`src/rtl/uart_buf_pkg.sv`:
```
// Shared definitions for the UART byte packer: state encoding, SRAM
// constants and the word payload layout.
package uart_buf_pkg;

    localparam int unsigned BYTE_W = 8;
    localparam int unsigned WORD_W = 16;
    localparam int unsigned ADDR_W = 16;

    // SRAM direction encoding; the packer only ever writes.
    localparam logic SRAM_RW_WRITE = 1'b0;

    // Packer FSM states.
    typedef enum logic [2:0] {
        ST_COLLECT   = 3'd0,
        ST_REQ       = 3'd1,
        ST_WAIT_BUSY = 3'd2,
        ST_WAIT_DONE = 3'd3,
        ST_SWITCH    = 3'd4
    } packer_state_t;

    // One SRAM word: first received byte in the upper half.
    typedef struct packed {
        logic [BYTE_W-1:0] hi;
        logic [BYTE_W-1:0] lo;
    } sram_word_t;

    // Build an SRAM word from an ordered byte pair.
    function automatic logic [WORD_W-1:0] pack_word(
        input logic [BYTE_W-1:0] hi,
        input logic [BYTE_W-1:0] lo
    );
        sram_word_t w;
        w.hi = hi;
        w.lo = lo;
        return w;
    endfunction

endpackage

```
`src/rtl/uart_byte_packer.sv`:
```
// UART byte packer: pairs received bytes into 16-bit words and writes them
// to a ping-pong SRAM buffer, pulsing switch when a buffer fills.
// Optional macro PACKER_FLUSH_EN: flush a lone pending byte (low byte 0x00)
// after FLUSH_CYCLES idle cycles.
module uart_byte_packer
    import uart_buf_pkg::*;
#(
    parameter int unsigned BUF_DEPTH    = 87,
    parameter int unsigned FLUSH_CYCLES = 1000
) (
    input  logic              clk,
    input  logic              reset,
    input  logic [BYTE_W-1:0] rx_data,
    input  logic              rx_valid,
    input  logic              sram_ready,
    output logic [ADDR_W-1:0] sram_addr,
    output logic [WORD_W-1:0] sram_data,
    output logic              sram_rw,
    output logic              sram_start,
    output logic              switch,
    output logic              overflow
);

    localparam logic [ADDR_W-1:0] LAST_ADDR = ADDR_W'(BUF_DEPTH - 1);

    // Reject parameter values the address counter or flush timer cannot honour.
    if (BUF_DEPTH < 1 || BUF_DEPTH > (1 << ADDR_W) || FLUSH_CYCLES < 1) begin : g_bad_params
        $error("uart_byte_packer: BUF_DEPTH must be 1..65536 and FLUSH_CYCLES >= 1");
    end

    packer_state_t     r_state;
    packer_state_t     w_state_n;
    logic [ADDR_W-1:0] r_addr;
    logic [ADDR_W-1:0] w_addr_n;
    logic [WORD_W-1:0] r_data;
    logic [WORD_W-1:0] w_data_n;
    logic              r_start;
    logic              w_start_n;
    logic              r_switch;
    logic              w_switch_n;
    logic              r_overflow;
    logic              w_overflow_n;
    logic              r_pending;
    logic              w_pending_n;
    logic [BYTE_W-1:0] r_hi;
    logic [BYTE_W-1:0] w_hi_n;
    logic              r_hold_valid;
    logic              w_hold_valid_n;
    logic [BYTE_W-1:0] r_hold_data;
    logic [BYTE_W-1:0] w_hold_data_n;

    logic              w_take;
    logic [BYTE_W-1:0] w_byte;

`ifdef PACKER_FLUSH_EN
    localparam int unsigned FLUSH_W = (FLUSH_CYCLES > 1) ? $clog2(FLUSH_CYCLES) : 1;

    logic [FLUSH_W-1:0] r_flush_cnt;
    logic               w_flush_idle;
    logic               w_flush_fire;

    // A half-filled pair with no byte arriving or waiting counts as idle.
    assign w_flush_idle = (r_state == ST_COLLECT) && r_pending && !rx_valid && !r_hold_valid;
    assign w_flush_fire = w_flush_idle && (r_flush_cnt == FLUSH_W'(FLUSH_CYCLES - 1));

    // Consecutive idle-cycle counter for the pending byte; any activity restarts it.
    always_ff @(posedge clk) begin
        if (reset) begin
            r_flush_cnt <= '0;
        end else if (!w_flush_idle || w_flush_fire) begin
            r_flush_cnt <= '0;
        end else begin
            r_flush_cnt <= r_flush_cnt + FLUSH_W'(1);
        end
    end
`endif

    // Byte intake: held byte has priority in COLLECT; outside COLLECT bytes park
    // in the one-entry holding register, and a byte finding it full is lost.
    always_comb begin
        w_take         = 1'b0;
        w_byte         = '0;
        w_hold_valid_n = r_hold_valid;
        w_hold_data_n  = r_hold_data;
        w_overflow_n   = r_overflow;
        if (r_state == ST_COLLECT) begin
            if (r_hold_valid) begin
                w_take         = 1'b1;
                w_byte         = r_hold_data;
                w_hold_valid_n = rx_valid;
                if (rx_valid) begin
                    w_hold_data_n = rx_data;
                end
            end else if (rx_valid) begin
                w_take = 1'b1;
                w_byte = rx_data;
            end
        end else if (rx_valid) begin
            if (!r_hold_valid) begin
                w_hold_valid_n = 1'b1;
                w_hold_data_n  = rx_data;
            end else begin
                w_overflow_n = 1'b1;
            end
        end
    end

    // Next-state and registered-output logic for the write handshake.
    always_comb begin
        w_state_n   = r_state;
        w_addr_n    = r_addr;
        w_data_n    = r_data;
        w_start_n   = 1'b1;
        w_switch_n  = 1'b0;
        w_pending_n = r_pending;
        w_hi_n      = r_hi;
        case (r_state)
            ST_COLLECT: begin
                if (w_take) begin
                    if (r_pending) begin
                        w_data_n    = pack_word(r_hi, w_byte);
                        w_pending_n = 1'b0;
                        w_state_n   = ST_REQ;
                        w_start_n   = !sram_ready;
                    end else begin
                        w_hi_n      = w_byte;
                        w_pending_n = 1'b1;
                    end
                end
`ifdef PACKER_FLUSH_EN
                else if (w_flush_fire) begin
                    w_data_n    = pack_word(r_hi, BYTE_W'(0));
                    w_pending_n = 1'b0;
                    w_state_n   = ST_REQ;
                    w_start_n   = !sram_ready;
                end
`endif
            end
            ST_REQ: begin
                // Strobe low this cycle means the request is out; otherwise
                // keep retrying until the controller reports idle.
                if (!r_start) begin
                    w_state_n = ST_WAIT_BUSY;
                end else begin
                    w_start_n = !sram_ready;
                end
            end
            ST_WAIT_BUSY: begin
                if (!sram_ready) begin
                    w_state_n = ST_WAIT_DONE;
                end
            end
            ST_WAIT_DONE: begin
                if (sram_ready) begin
                    if (r_addr == LAST_ADDR) begin
                        w_state_n  = ST_SWITCH;
                        w_switch_n = 1'b1;
                    end else begin
                        w_addr_n  = r_addr + ADDR_W'(1);
                        w_state_n = ST_COLLECT;
                    end
                end
            end
            ST_SWITCH: begin
                w_addr_n  = '0;
                w_state_n = ST_COLLECT;
            end
            default: begin
                w_state_n = ST_COLLECT;
            end
        endcase
    end

    // State and output registers; reset abandons any word in flight.
    always_ff @(posedge clk) begin
        if (reset) begin
            r_state      <= ST_COLLECT;
            r_addr       <= '0;
            r_data       <= '0;
            r_start      <= 1'b1;
            r_switch     <= 1'b0;
            r_overflow   <= 1'b0;
            r_pending    <= 1'b0;
            r_hi         <= '0;
            r_hold_valid <= 1'b0;
            r_hold_data  <= '0;
        end else begin
            r_state      <= w_state_n;
            r_addr       <= w_addr_n;
            r_data       <= w_data_n;
            r_start      <= w_start_n;
            r_switch     <= w_switch_n;
            r_overflow   <= w_overflow_n;
            r_pending    <= w_pending_n;
            r_hi         <= w_hi_n;
            r_hold_valid <= w_hold_valid_n;
            r_hold_data  <= w_hold_data_n;
        end
    end

    assign sram_addr  = r_addr;
    assign sram_data  = r_data;
    assign sram_rw    = SRAM_RW_WRITE;
    assign sram_start = r_start;
    assign switch     = r_switch;
    assign overflow   = r_overflow;

endmodule

```
`config.mk`:
```
export PLATFORM = sky130hd
export DESIGN_NAME = uart_byte_packer
export DESIGN_NICKNAME = d
export VERILOG_FILES = /design/src/rtl/uart_buf_pkg.sv /design/src/rtl/uart_byte_packer.sv
export SDC_FILE = /design/constraint.sdc
export NUM_CORES = 1
export LEC_CHECK = 0
export ABC_AREA = 1
export CAP_MARGIN = 15
export CORE_MARGIN = 2
export CORE_UTILIZATION = 52
export CTS_BUF_LIST = sky130_fd_sc_hd__clkbuf_8 sky130_fd_sc_hd__clkbuf_16
export DETAILED_ROUTE_END_ITERATION = 10
export PLACE_DENSITY_LB_ADDON = 0.08
export SLEW_MARGIN = 10
export SYNTH_ARGS = -nofsm -noshare
export SYNTH_HDL_FRONTEND = slang
export SYNTH_SLANG_ARGS = --single-unit
export TNS_END_PERCENT = 50
```
`constraint.sdc`:
```
create_clock -name clk -period 1.9 [get_ports clk]
set_clock_uncertainty 0.1 [all_clocks]
set_input_delay 0.285 -clock clk [delete_from_list [all_inputs] [get_ports clk]]
set_output_delay 0.285 -clock clk [all_outputs]
set_load 0.01 [all_outputs]
```
# After elaboration in Yosys (flattened, before gate mapping)

Index checks and enable logic that the tools add are counted.
Widths: inputs -> output; s select.

Add/subtract/negate cells: 1
Eq/ne operators: 14
Bitwise gates (word level): 4
Mux-type cells: 29
Reductions and logical operators: 12

Operator list:

| kind                  | number |
|---|---|
| $mux 8                | 7 |
| $mux 16               | 2 |
| $pmux 16 s2           | 1 |
| $mux 3                | 6 |
| $add 16x1->16 const B | 1 |
| $eq 16x7->1 const B   | 1 |
| $ne 2x2->1 const B    | 8 |
| $pmux 3 s4            | 1 |
| $reduce_and 3->1      | 4 |
| $mux 1                | 11 |
| $eq 3x2->1 const B    | 2 |
| $reduce_and 5->1      | 1 |
| $not 1->1             | 4 |
| $reduce_and 4->1      | 1 |
| $reduce_bool 2->1     | 2 |
| $eq 3x1->1 const B    | 1 |
| $eq 3x3->1 const B    | 1 |
| $logic_not 3->1       | 1 |
| $reduce_or 3->1       | 1 |
| $ne 2x1->1 const B    | 1 |
| $pmux 1 s2            | 1 |
| $reduce_and 2->1      | 1 |
| $logic_not 1->1       | 1 |

Output and inout bits: 36
Input port bits: 12
Word-level logic and storage cells: 70
Register bits: 56

# Depth between registers and ports, before layout

Gate-level depths: netlist (run 1).

Depth after elaboration: 5
Gate-level depth with buffers: 10
Depth with buffers taken out: 10

# Worst setup path after synthesis (run 1)

OpenSTA, ideal clock, no wires.

Kind: reg2reg
From: reg r_addr[0], in the netlist sram_addr[0]
To: reg r_addr[11], in the netlist sram_addr[11]
Library setup time: 0.065 ns
Period minus slack after synthesis: 1.594 ns
Cell stages (with the launch flop): 11
Arrival time: 1.429 ns
Path slack: 0.306 ns
Required time: 1.735 ns
Buffers on the path: 1
Path through: dfxtp_1 -> inv_1 -> ha_1 -> nand3_1 -> nor2_1 -> nand3_1 -> buf_2 -> nand3_2 -> nor2_1 -> nor2_1 -> nor2_1

Longest elaborated chain between the ends: 4
Elaborated cells between the ends (all ways): 7
Classes of those cells: add/sub (1); eq/ne (2); mux (3); reduce/logical (1)

RTL lines:

| element                | RTL line                | RTL |
|---|---|---|
| start, declared        | uart_byte_packer.sv:33  | `logic [ADDR_W-1:0] r_addr;` |
| start signal, assigned | uart_byte_packer.sv:189 | `r_addr <= w_addr_n;` |
| $add 16x1->16          | uart_byte_packer.sv:159 | `w_addr_n = r_addr + ADDR_W'(1);` |
| $mux 16                | uart_byte_packer.sv:155 | `if (r_addr == LAST_ADDR) begin` |
| $mux 16                | uart_byte_packer.sv:154 | `if (sram_ready) begin` |
| $pmux 16 s2            | uart_byte_packer.sv:117 | `case (r_state)` |

Parallel ways exist; a longest one is shown, timed or not. The select of a mux whose other input is x is not followed.
A chain may end at the register's enable or synchronous reset.

# Worst setup path after layout (run 1)

From: reg r_addr[10], in the netlist sram_addr[10]
To: out sram_addr[10]

RTL lines:

| element       | RTL line               | RTL |
|---|---|---|
| end, declared | uart_byte_packer.sv:16 | `output logic [ADDR_W-1:0] sram_addr,` |

No word-level cell between the ends.

==> run_results.csv, run 1 <==
group,metric,value,unit
run_status,outcome,"complete, no violations",
clocking,path_clk_slew,0.10,ns
sta,fin_crit_sh,94.13,%
clocking,ctsRootBufferMaster,"clkbuf_8",
clocking,cts_sinks,56,
min_path,min_path_type,"flop to flop",
routing,drc,0,
clocking,htree_levels,2,
power,p_total,3.249,mW
yosys,synth_top_area_share,42.26,%
floorplan,die_h,75.42,µm
setup_path,crit_chain,"clkdlybuf4s50_1",
yosys,yosysWarnings,0,
floorplan,rows,25,
sta,hold_viol,0,
setup_path,critPathLaunch,"sram_addr[10]",
power,leakagePower,1.386,nW
setup_path,crit_arrival,1.40,ns
setup_path,path_max_fanout,7,
yosys,synth_nets,404,
routing,drtAntennaViolNets,0,
yosys,yosysTopAreaCell,"dfxtp_1",
yosys,synth_commonest_cells,"nor2_1, nand2_1, dfxtp_1",
clocking,clk_latency,0.32,ns
routing,dr.pass1.iters,5,
yosys,synthArstFlopShare,0,%
sta,max_freq,559.1,MHz
yosys,synth_seq_cells,56,
cells_and_area,drive_above_1_share,8.889,%
yosys,synth_cell_types,29,
global_route,grt_max_degree,41,
min_path,min_to,"r_hi[0]",
global_route,grt_pass1_wl,10160,µm
clocking,cts_buffer_depth,2,
setup_path,worstReg2RegEnd,"r_hi[2]",
placed_design,dp_cells,509,
sta,rsz0062_at_grt,"no",
min_path,hold_path.startpoint,"r_hi[0]",
routing,vias,2562,
global_route,track_usage,23.00,%
cells_and_area,n_fill_cell,427,
routing,vias_per_cell,4.956,
placed_design,place.gp.congestion,0.8908,
setup_path,worst_setup_path_start_kind,"flop",
run,maxCapViolations,0,
sta,setup_viol,0,
floorplan,initial_utilization,55.06,%
placed_design,post-dp-hpwl,4440,µm
clocking,cts_setup_buffers,0,
setup_path,r2r_slack,0.19,ns
setup_path,cp_slowest_cell,"clkdlybuf4s50_1",
yosys,yosysMostFrequentCell,"nor2_1",
placed_design,port_buffers,46,
global_route,antenna_found_initial,0,
setup_path,r2r-start,"r_state[0]",
setup_path,cp_num_buf_inv,1,
clocking,cts_hold_buf,0,
setup_path,reg2regPathDepth,6,
sta,finalCriticalPeriod,1.788,ns
setup_path,cpPeakStageDelay,0.60,ns
setup_path,end_kind,"primary output",
power,peakVddDrop,628.9,µV
routing,dr.first_iter.drc_count,125,
cells_and_area,diodes,0,
setup_path,required,1.51,ns
cells_and_area,syn2layout_area_growth,28.02,%
yosys,syn_area,2653,µm²
global_route,grt_pass1_vias,2221,
yosys,synth_area_leaders,"dfxtp_1, nor2_1, nand2_1",
yosys,seq_area_frac_synth,42.26,%
floorplan,die_area,5688,µm²
yosys,synth_edf_count,0,
floorplan,core_region_area,4817,µm²
yosys,synth_cells,390,
min_path,min_delay_path_depth,2,
cells_and_area,stdcell_count,517,
clocking,cts_buffers,5,
routing,routed_wl,6037,µm
routing,wl_per_cell,11.68,µm
clocking,postCtsResizedCells,0,
clocking,cts_tree,"yes",
sta,finalSetupTns,0,ns
setup_path,path_class,"flop to primary output",
floorplan,io_pins,48,
setup_path,crit_family,"buffers and inverters",
sta,drv_slew,0,
cells_and_area,nNetsFinal,463,
floorplan,die_w,75.42,µm
power,power_density,956.9,nW/µm²
global_route,grt_overflow_total,0,
yosys,yosys_most_used_dff,"dfxtp_1",
yosys,syn_avg_cell_area,6.801,µm²
-- cells by family after synthesis --
family | after synthesis | synth area share [%]
and+or+nand+nor | 186 | 30.05
adders and majority gates | 2 | 0.9432
other | 1 | 0.1414
AOI/OAI and AO/OA | 86 | 16.93
xor gates and xnor gates | 2 | 0.6605
DFF | 56 | 42.26
buffers and inverters | 57 | 9.009
-- final cells by class --
class	instances	area (µm²)	share of cell area, %
clock buffers	5	68.82	2.027
clock inverters	3	46.29	1.363
inverters	44	167.7	4.937
multi-input cells	277	1292	38.06
flip-flops and latches	56	1121	33.01
well taps	67	83.83	2.469
repair buffers	65	615.6	18.13
-- report_power, final --
part	internal (mW)	switching, mW	leakage (nW)	total, mW
clock	0.400	0.408	0.0600	0.809
combinational	0.404	0.521	0.870	0.926
sequential	1.39	0.121	0.456	1.52
-- flip-flops by register name, indices dropped and copies added (netlist names) --
register / count
r_hi: 8
sram_addr: 16
r_hold_valid: 1
switch: 1
r_hold_data: 8
sram_data: 16
r_pending: 1
r_state: 3
overflow: 1
sram_start: 1
-- through the flow --
step / instance area (µm²) / hold slack (ns) / utilization, % / worst slack [ns]
2_1_floorplan: 2653 / 0.2541 / - / 0.3062
3_3_place_gp: 3278 / 0.3457 / 68.05 / 0.1196
3_5_place_dp: 3278 / 0.3511 / 68.05 / 0.02514
4_1_cts: 3393 / 0.3665 / 70.44 / 0.1208
5_1_grt: 3396 / 0.3917 / 70.49 / 0.01803
6_report: 3396 / 0.3687 / 70.49 / 0.1115
-- routing by layer --
metal	track usage, %	routed length [µm]
met1	33.58	3041
met3	4.497	297
met4	7.018	43
met2	34.40	2654
met5	0	0
-- layout by cell type, fill, tap and decap left out, types with 2 or more instances in the layout --
master	netlist	final
nor2_1	76	76
nand3_2	2	2
nor2_2	3	3
inv_1	41	41
nand3_1	20	20
nand4_1	9	9
o21ai_0	47	47
dfxtp_1	56	56
buf_4	2	18
ha_1	2	2
clkdlybuf4s50_1	0	46
nand2_1	69	69
nor3_1	2	2
a21oi_1	35	35
clkbuf_8	0	5
xor2_1	2	2
-- how the worst max path moves through the flow --
stage	cells past startpoint	slack [ns]	to
floorplan	10	0.31	sram_addr[11]
global placement	8	0.12	sram_data[4]
detailed placement	6	0.03	r_hi[2]
CTS	1	0.12	sram_addr[10]
global route	10	0.02	sram_addr[8]
finish	1	0.11	sram_addr[10]
No activity file was read; power rests on OpenSTA's default activity.
==> run 2, diff against run 1 <==
Settings changed: HOLD_SLACK_MARGIN set to 0.02.
==> results of run 2 <==
Final layout, timing and power as in run 1 (identical DEF).
